==> src/rtl/effect_chain_sequencer_pkg.sv <==
// Shared types and constants for the effect chain sequencer.
// Holds the FSM state enum, slot index width and overrun counter width.
package effect_chain_pkg;

   typedef enum logic [1:0] {
      IDLE,
      RUN,
      EMIT
   } state_t;

   localparam int MAX_EFFECTS = 8;
   localparam int SLOT_W      = $clog2(MAX_EFFECTS);
   localparam int OVR_W       = 8;

endpackage

==> src/rtl/effect_chain_sequencer_if.sv <==
// Bus between the sequencer, the codec/DAC side and the effect slots.
// master: sequencer side; slave: codec, DAC and effect slots.
interface effect_chain_sequencer_if
   import effect_chain_pkg::*;
#(
   parameter int DATA_WIDTH  = 16,
   parameter int NUM_EFFECTS = 4
);

   logic                              sample_valid;
   logic [DATA_WIDTH-1:0]             sample_in;
   logic [NUM_EFFECTS-1:0]            effect_enable;
   logic [NUM_EFFECTS-1:0]            effect_cs;
   logic [NUM_EFFECTS-1:0]            effect_my_turn;
   logic [NUM_EFFECTS-1:0]            effect_done;
   logic [DATA_WIDTH-1:0]             effect_data_in;
   logic [NUM_EFFECTS*DATA_WIDTH-1:0] effect_data_out;
   logic [DATA_WIDTH-1:0]             sample_out;
   logic                              sample_out_valid;
   logic                              busy;
   logic [OVR_W-1:0]                  overrun_cnt;
   logic [NUM_EFFECTS-1:0]            timeout_flags;

   modport master (
      input  sample_valid,
      input  sample_in,
      input  effect_enable,
      input  effect_done,
      input  effect_data_out,
      output effect_cs,
      output effect_my_turn,
      output effect_data_in,
      output sample_out,
      output sample_out_valid,
      output busy,
      output overrun_cnt,
      output timeout_flags
   );

   modport slave (
      output sample_valid,
      output sample_in,
      output effect_enable,
      output effect_done,
      output effect_data_out,
      input  effect_cs,
      input  effect_my_turn,
      input  effect_data_in,
      input  sample_out,
      input  sample_out_valid,
      input  busy,
      input  overrun_cnt,
      input  timeout_flags
   );

endinterface

==> src/rtl/effect_chain_sequencer_seq_watchdog.sv <==
// Stuck-effect watchdog: counts cycles while a slot holds its grant.
// Ports: clk, rst (async active-low), clear, run in; expired out.
module seq_watchdog #(
   parameter int TIMEOUT_CYCLES = 255
) (
   input  logic clk,
   input  logic rst,
   input  logic clear,
   input  logic run,
   output logic expired
);

   logic [7:0] cnt;

   always_ff @(posedge clk or negedge rst) begin
      if (!rst) begin
         cnt <= '0;
      end else if (clear) begin
         cnt <= '0;
      end else if (run) begin
         cnt <= cnt + 8'd1;
      end
   end

   assign expired = (cnt == 8'(TIMEOUT_CYCLES));

endmodule

==> src/rtl/effect_chain_sequencer.sv <==
// Walks each codec sample through the effect slots in fixed order.
// Ports: clk, rst (async active-low), bus (master modport).
// Optional stuck-slot watchdog enabled by defining SEQ_WATCHDOG_EN.
module effect_chain_sequencer
   import effect_chain_pkg::*;
#(
   parameter int DATA_WIDTH     = 16,
   parameter int NUM_EFFECTS    = 4,
   parameter int TIMEOUT_CYCLES = 255
) (
   input logic                    clk,
   input logic                    rst,
   effect_chain_sequencer_if.master bus
);

   localparam int DW = DATA_WIDTH;
   localparam int N  = NUM_EFFECTS;

   if (N < 1 || N > MAX_EFFECTS) begin : g_bad_n
      $error("NUM_EFFECTS out of range");
   end
   if (TIMEOUT_CYCLES < 2 || TIMEOUT_CYCLES > 255) begin : g_bad_to
      $error("TIMEOUT_CYCLES out of range");
   end

   state_t            state, state_nx;
   logic [SLOT_W-1:0] slot, slot_nx;
   logic [DW-1:0]     work, work_nx;
   logic [N-1:0]      en_snap;
   logic [N-1:0]      sel;
   logic [N-1:0]      grant;
   logic [DW-1:0]     sel_data;
   logic              sel_en;
   logic              sel_done;
   logic              last;
   logic              adv;
   logic              wd_exp;
   logic [DW-1:0]     out_q;
   logic              out_vld;
   logic [OVR_W-1:0]  ovr;

   // One-hot slot decode avoids index-width mismatches for small N.
   always_comb begin
      sel      = '0;
      sel_data = '0;
      for (int i = 0; i < N; i++) begin
         sel[i] = (slot == SLOT_W'(i));
         if (sel[i]) begin
            sel_data = bus.effect_data_out[i*DW +: DW];
         end
      end
   end

   assign sel_en   = |(sel & en_snap);
   assign last     = (slot == SLOT_W'(N - 1));
   // An expired slot loses its grant in the same cycle it times out.
   assign grant    = (state == RUN && !wd_exp) ? (sel & en_snap) : '0;
   assign sel_done = |(grant & bus.effect_done);

   always_comb begin
      state_nx = state;
      slot_nx  = slot;
      work_nx  = work;
      adv      = 1'b0;
      unique case (state)
         IDLE: begin
            if (bus.sample_valid) begin
               work_nx  = bus.sample_in;
               slot_nx  = '0;
               state_nx = RUN;
            end
         end
         RUN: begin
            if (!sel_en) begin
               adv = 1'b1;
            end else if (sel_done) begin
               work_nx = sel_data;
               adv     = 1'b1;
            end else if (wd_exp) begin
               adv = 1'b1;
            end
            if (adv) begin
               if (last) begin
                  state_nx = EMIT;
               end else begin
                  slot_nx = slot + 1'b1;
               end
            end
         end
         EMIT: begin
            state_nx = IDLE;
         end
         default: begin
            state_nx = IDLE;
         end
      endcase
   end

   always_ff @(posedge clk or negedge rst) begin
      if (!rst) begin
         state   <= IDLE;
         slot    <= '0;
         work    <= '0;
         en_snap <= '0;
         out_q   <= '0;
         out_vld <= 1'b0;
         ovr     <= '0;
      end else begin
         state   <= state_nx;
         slot    <= slot_nx;
         work    <= work_nx;
         out_vld <= (state == EMIT);
         if (state == IDLE && bus.sample_valid) begin
            en_snap <= bus.effect_enable;
         end
         if (state == EMIT) begin
            out_q <= work;
         end
         if (state != IDLE && bus.sample_valid && ovr != '1) begin
            ovr <= ovr + 1'b1;
         end
      end
   end

`ifdef SEQ_WATCHDOG_EN
   logic [N-1:0] tflags;

   seq_watchdog #(
      .TIMEOUT_CYCLES(TIMEOUT_CYCLES)
   ) u_wd (
      .clk    (clk),
      .rst    (rst),
      .clear  (adv),
      .run    (|grant),
      .expired(wd_exp)
   );

   always_ff @(posedge clk or negedge rst) begin
      if (!rst) begin
         tflags <= '0;
      end else if (state == RUN && sel_en && wd_exp) begin
         tflags <= tflags | sel;
      end
   end

   assign bus.timeout_flags = tflags;
`else
   assign wd_exp            = 1'b0;
   assign bus.timeout_flags = '0;
`endif

   assign bus.effect_cs        = grant;
   assign bus.effect_my_turn   = grant;
   assign bus.effect_data_in   = work;
   assign bus.sample_out       = out_q;
   assign bus.sample_out_valid = out_vld;
   assign bus.busy             = (state != IDLE);
   assign bus.overrun_cnt      = ovr;

endmodule

==> src/flat_wrapper.sv <==
// flat-port wrapper written by rule: the top's interface ports become plain ports
module effect_chain_sequencer_flat import effect_chain_pkg::*;
#(
   parameter int DATA_WIDTH     = 16,
   parameter int NUM_EFFECTS    = 4,
   parameter int TIMEOUT_CYCLES = 255
)
  (clk, rst, bus_sample_valid, bus_sample_in, bus_effect_enable, bus_effect_done, bus_effect_data_out, bus_effect_cs, bus_effect_my_turn, bus_effect_data_in, bus_sample_out, bus_sample_out_valid, bus_busy, bus_overrun_cnt, bus_timeout_flags);
  effect_chain_sequencer_if #(.DATA_WIDTH(DATA_WIDTH), .NUM_EFFECTS(NUM_EFFECTS)) bus_i ();
  input logic clk;
  input logic rst;
  input wire logic [$bits(bus_i.sample_valid)-1:0] bus_sample_valid;
  input wire logic [$bits(bus_i.sample_in)-1:0] bus_sample_in;
  input wire logic [$bits(bus_i.effect_enable)-1:0] bus_effect_enable;
  input wire logic [$bits(bus_i.effect_done)-1:0] bus_effect_done;
  input wire logic [$bits(bus_i.effect_data_out)-1:0] bus_effect_data_out;
  output wire logic [$bits(bus_i.effect_cs)-1:0] bus_effect_cs;
  output wire logic [$bits(bus_i.effect_my_turn)-1:0] bus_effect_my_turn;
  output wire logic [$bits(bus_i.effect_data_in)-1:0] bus_effect_data_in;
  output wire logic [$bits(bus_i.sample_out)-1:0] bus_sample_out;
  output wire logic [$bits(bus_i.sample_out_valid)-1:0] bus_sample_out_valid;
  output wire logic [$bits(bus_i.busy)-1:0] bus_busy;
  output wire logic [$bits(bus_i.overrun_cnt)-1:0] bus_overrun_cnt;
  output wire logic [$bits(bus_i.timeout_flags)-1:0] bus_timeout_flags;
  assign bus_i.sample_valid = bus_sample_valid;
  assign bus_i.sample_in = bus_sample_in;
  assign bus_i.effect_enable = bus_effect_enable;
  assign bus_i.effect_done = bus_effect_done;
  assign bus_i.effect_data_out = bus_effect_data_out;
  assign bus_effect_cs = bus_i.effect_cs;
  assign bus_effect_my_turn = bus_i.effect_my_turn;
  assign bus_effect_data_in = bus_i.effect_data_in;
  assign bus_sample_out = bus_i.sample_out;
  assign bus_sample_out_valid = bus_i.sample_out_valid;
  assign bus_busy = bus_i.busy;
  assign bus_overrun_cnt = bus_i.overrun_cnt;
  assign bus_timeout_flags = bus_i.timeout_flags;
  effect_chain_sequencer #(.DATA_WIDTH(DATA_WIDTH), .NUM_EFFECTS(NUM_EFFECTS), .TIMEOUT_CYCLES(TIMEOUT_CYCLES)) u_core (.clk(clk), .rst(rst), .bus(bus_i));
endmodule
==> config.mk <==
export PLATFORM = sky130hd
export DESIGN_NAME = effect_chain_sequencer_flat
export DESIGN_NICKNAME = d
export VERILOG_FILES = /design/src/rtl/effect_chain_sequencer_pkg.sv /design/src/rtl/effect_chain_sequencer_if.sv /design/src/rtl/effect_chain_sequencer_seq_watchdog.sv /design/src/rtl/effect_chain_sequencer.sv /design/src/flat_wrapper.sv
export SDC_FILE = /design/constraint.sdc
export NUM_CORES = 1
export LEC_CHECK = 0
export BUFFER_PORTS_ARGS = -buffer_cell sky130_fd_sc_hd__buf_4
export CAP_MARGIN = 20
export CORE_MARGIN = 3
export CORE_UTILIZATION = 49
export CTS_BUF_LIST = sky130_fd_sc_hd__clkbuf_16
export DETAILED_ROUTE_END_ITERATION = 8
export PLACE_DENSITY = 0.86
export SLEW_MARGIN = 0
export SYNTH_ARGS = -nofsm -noshare
export SYNTH_HDL_FRONTEND = slang
export SYNTH_SLANG_ARGS = --single-unit
==> constraint.sdc <==
create_clock -name clk -period 5.2 [get_ports clk]
set_input_delay 0 -clock clk [delete_from_list [all_inputs] [get_ports clk]]
set_output_delay 0 -clock clk [all_outputs]
set_load 0.01 [all_outputs]
==> metrics <==
Worst-Skew Late Latency 0.29 ns; Rows 26; Synthesis Warnings 0; fin. max-slew vios 0; H-tree depth 2; routed len/inst 18.4 um; synthesized area 2800 um^2; Crit Reg-Reg Endpoint u_core.bus.effect_data_in[1]$_DFFE_PN0P_; DRC viols 0; flop2flop setup slack 2.37 ns; worst reg2reg startpoint u_core.slot[0]$_DFFE_PN0P_; layout cells sized above 1 47.9%; Seq cells post-synth 50; total of max-cap violations 0; R2R depth 6; Ant. Diodes 0; data arrival time of the critical path 3.01 ns; Layout Nets 493; clk slew on worst S/H paths 0.07 ns; crit-path max FO 21; Mapped Avg Cell Area 10.6 um^2; Leak Pwr 1.99 nW; initial antenna violation count 0; gp weighted congestion 0.843; f_max 0.353 GHz; number of CTS-inserted buffers 5; crit path from u_core.slot[0]$_DFFE_PN0P_; cells along the critical path ha_1, ha_1, nand3_1, and4_4, o22a_1, mux2_2; Final Hold Viols 0; Initial Util 52.8%; Die Ht 81.6 um; Netlist cell types 37; Detailed Route WL 8580 um; Synth Flop Type dfrtp_1; Async SR Flop Fraction 100%; vias in the first global route 2437; # IOs 145; Worst Setup EP u_core.bus.effect_data_in[1]$_DFFE_PN0P_; peak supply drop 0.315 mV; Slew headroom 36.1%; CP most frequent cell ha_1; critical path required time 5.37 ns; CTS sink cnt 50; Vias 2690; final setup vio count 0; Clock Skew 0.00463 ns; crit path kind reg -> reg; chip width 81.6 um; outcome complete, no violations; synthesized netlist cell count 265; gr ovfl total 0; Core ar. 5300 um^2; overall routing resource usage 24.2%; EDFF count, synth 0; Setup crit end kind flop; first-pass GRT wire length 12200 um; Synth-to-Final Area Change 43.0%; drt pass-1 iters 7; CTS tree done; post-placement cell area 3800 um^2; CTS Buffer Depth 2; worst hold path class in -> reg; Via density 5.76; Critical Path Max Stage Delay 0.78 ns; Setup crit start kind flop; 1st-iter DRT viols 200; CP max-delay cell o22a_1; Final min period 2.83 ns; largest net degree at the start of global routing 51; Worst Tran Pin Value 0.958 ns; crit share post-route 54.4%; IO buf count 140; Pwr Total 0.00236 W; sequential-to-total area share from yosys stat 44.7%; Post-Route Setup TNS 0 ns; post-route cell area 4000 um^2; RSZ-0062 raised after global routing no; PD cells 590 nW/um^2; Antenna Nets Post-Route 0; Root Buffer Master clkbuf_16; post-DP HPWL 6260 um; die area 6660 um^2
## routing by layer
layer	track usage, %	vias up	part of all wire, %
li1	-	1226	-
met1	29.4	1271	37
met2	42.4	165	51
met3	5.26	28	8.9
met4	8.31	0	2.6
met5	0	-	0
## critical path, delay by kind of cell (launching register included)
| kind | cells | cell delay [ns] |
|---|---|---|
| fa+ha+maj | 2 | 0.67 |
| mux | 1 | 0.42 |
| compound gates | 1 | 0.78 |
| simple gates | 2 | 0.41 |
| flops | 1 | 0.42 |
## state kept, by name, summed over array words and instances (netlist names)
name and count:
u_core.bus.sample_out_valid 1, u_core.state 2, u_core.slot 3, u_core.bus.overrun_cnt 8
u_core.bus.effect_data_in 16, u_core.bus.sample_out 16, u_core.en_snap 4
## metrics by stage
stage / instances / hold WS [ns] / setup slack [ns] / utilization (%)
6_report: 467 / 0.129 / 2.37 / 75.5
5_1_grt: 467 / 0.132 / 2.25 / 75.5
2_1_floorplan: 268 / -0.296 / 3.28 / -
3_5_place_dp: 453 / 0.0587 / 2.42 / 71.6
4_1_cts: 466 / 0.116 / 2.41 / 75.2
3_3_place_gp: 453 / 0.0535 / 2.49 / 71.6
## layout by cell type (no fill, tap or decap), types with 2 or more instances in the layout
cell type	n
inv_1	9
o21ai_0	19
a21oi_1	16
nand4b_1	3
buf_4	142
o22ai_1	18
dlygate4sd3_1	5
conb_1	4
nand2_1	7
dfrtp_1	50
xor2_1	4
clkbuf_16	5
mux2_2	26
nor2b_1	2
ha_1	6
mux2_4	10
nand3_1	4
nand2b_1	5
nor2_1	21
xnor2_1	3
nor3_1	5
a221oi_1	16
## worst min-delay path by stage
stage,slack [ns],depth (start not counted),end,from
after floorplan,-0.30,0,u_core.bus.effect_data_in[0]$_DFFE_PN0P_,rst
after global placement,0.05,1,u_core.bus.overrun_cnt[1]$_DFFE_PN0P_,rst
after detailed placement,0.06,1,u_core.bus.overrun_cnt[5]$_DFFE_PN0P_,rst
after CTS,0.12,3,u_core.bus.overrun_cnt[0]$_DFFE_PN0P_,bus_sample_valid
after global routing,0.13,4,u_core.bus.effect_data_in[14]$_DFFE_PN0P_,bus_sample_in[14]
final,0.13,4,u_core.bus.effect_data_in[14]$_DFFE_PN0P_,bus_sample_in[14]
## cell usage after synthesis (all sizes together) (6+ instances only)
library cell / number / area, um^2
ha: 6 / 75.1
o22ai: 18 / 113
clkbuf: 11 / 41.3
mux2: 36 / 443
dfrtp: 50 / 1250
a21oi: 16 / 80.1
o21ai: 19 / 95.1
nand2: 7 / 26.3
nor2: 21 / 78.8
inv: 9 / 33.8
a221oi: 16 / 140
buf: 16 / 124
## repair_timing
action                                 in CTS  in global routing
hold buffers                                5                  0
endpoints found under the hold margin      54                  0
setup buffers                               0                  0
resized for setup                           0                  0
## cell families (layout without fill, tap and decap cells)
kind of cell | count (synthesis) | count (layout) | synth area share [%]
other | 1 | 4 | 0.134
AO/OA/AOI/OAI | 75 | 75 | 17.3
buffers and inverters | 36 | 165 | 7.11
XOR/XNOR | 7 | 7 | 2.19
multiplexers | 37 | 37 | 16.2
flip-flops | 50 | 50 | 44.7
AND/OR/NAND/NOR | 53 | 53 | 9.75
adder cells (fa/ha/maj) | 6 | 6 | 2.68
## power by group
group,internal [W],total [W],switching (W)
Sequential,0.000550,0.000690,0.000140
Clock,0.000176,0.000315,0.000139
Combinational,0.000681,0.00136,0.000677
## cell type report
class                           instances  area, um^2
Clock buffer                            5         125
Clock inverter                          3        16.3
Fill cell                             377        1300
Inverter                                9        33.8
Multi-Input combinational cell        182        1360
Sequential cell                        50        1250
Tap cell                               70        87.6
Timing Repair Buffer                  148        1130
Note: power is estimated with default switching activity, not from simulation.
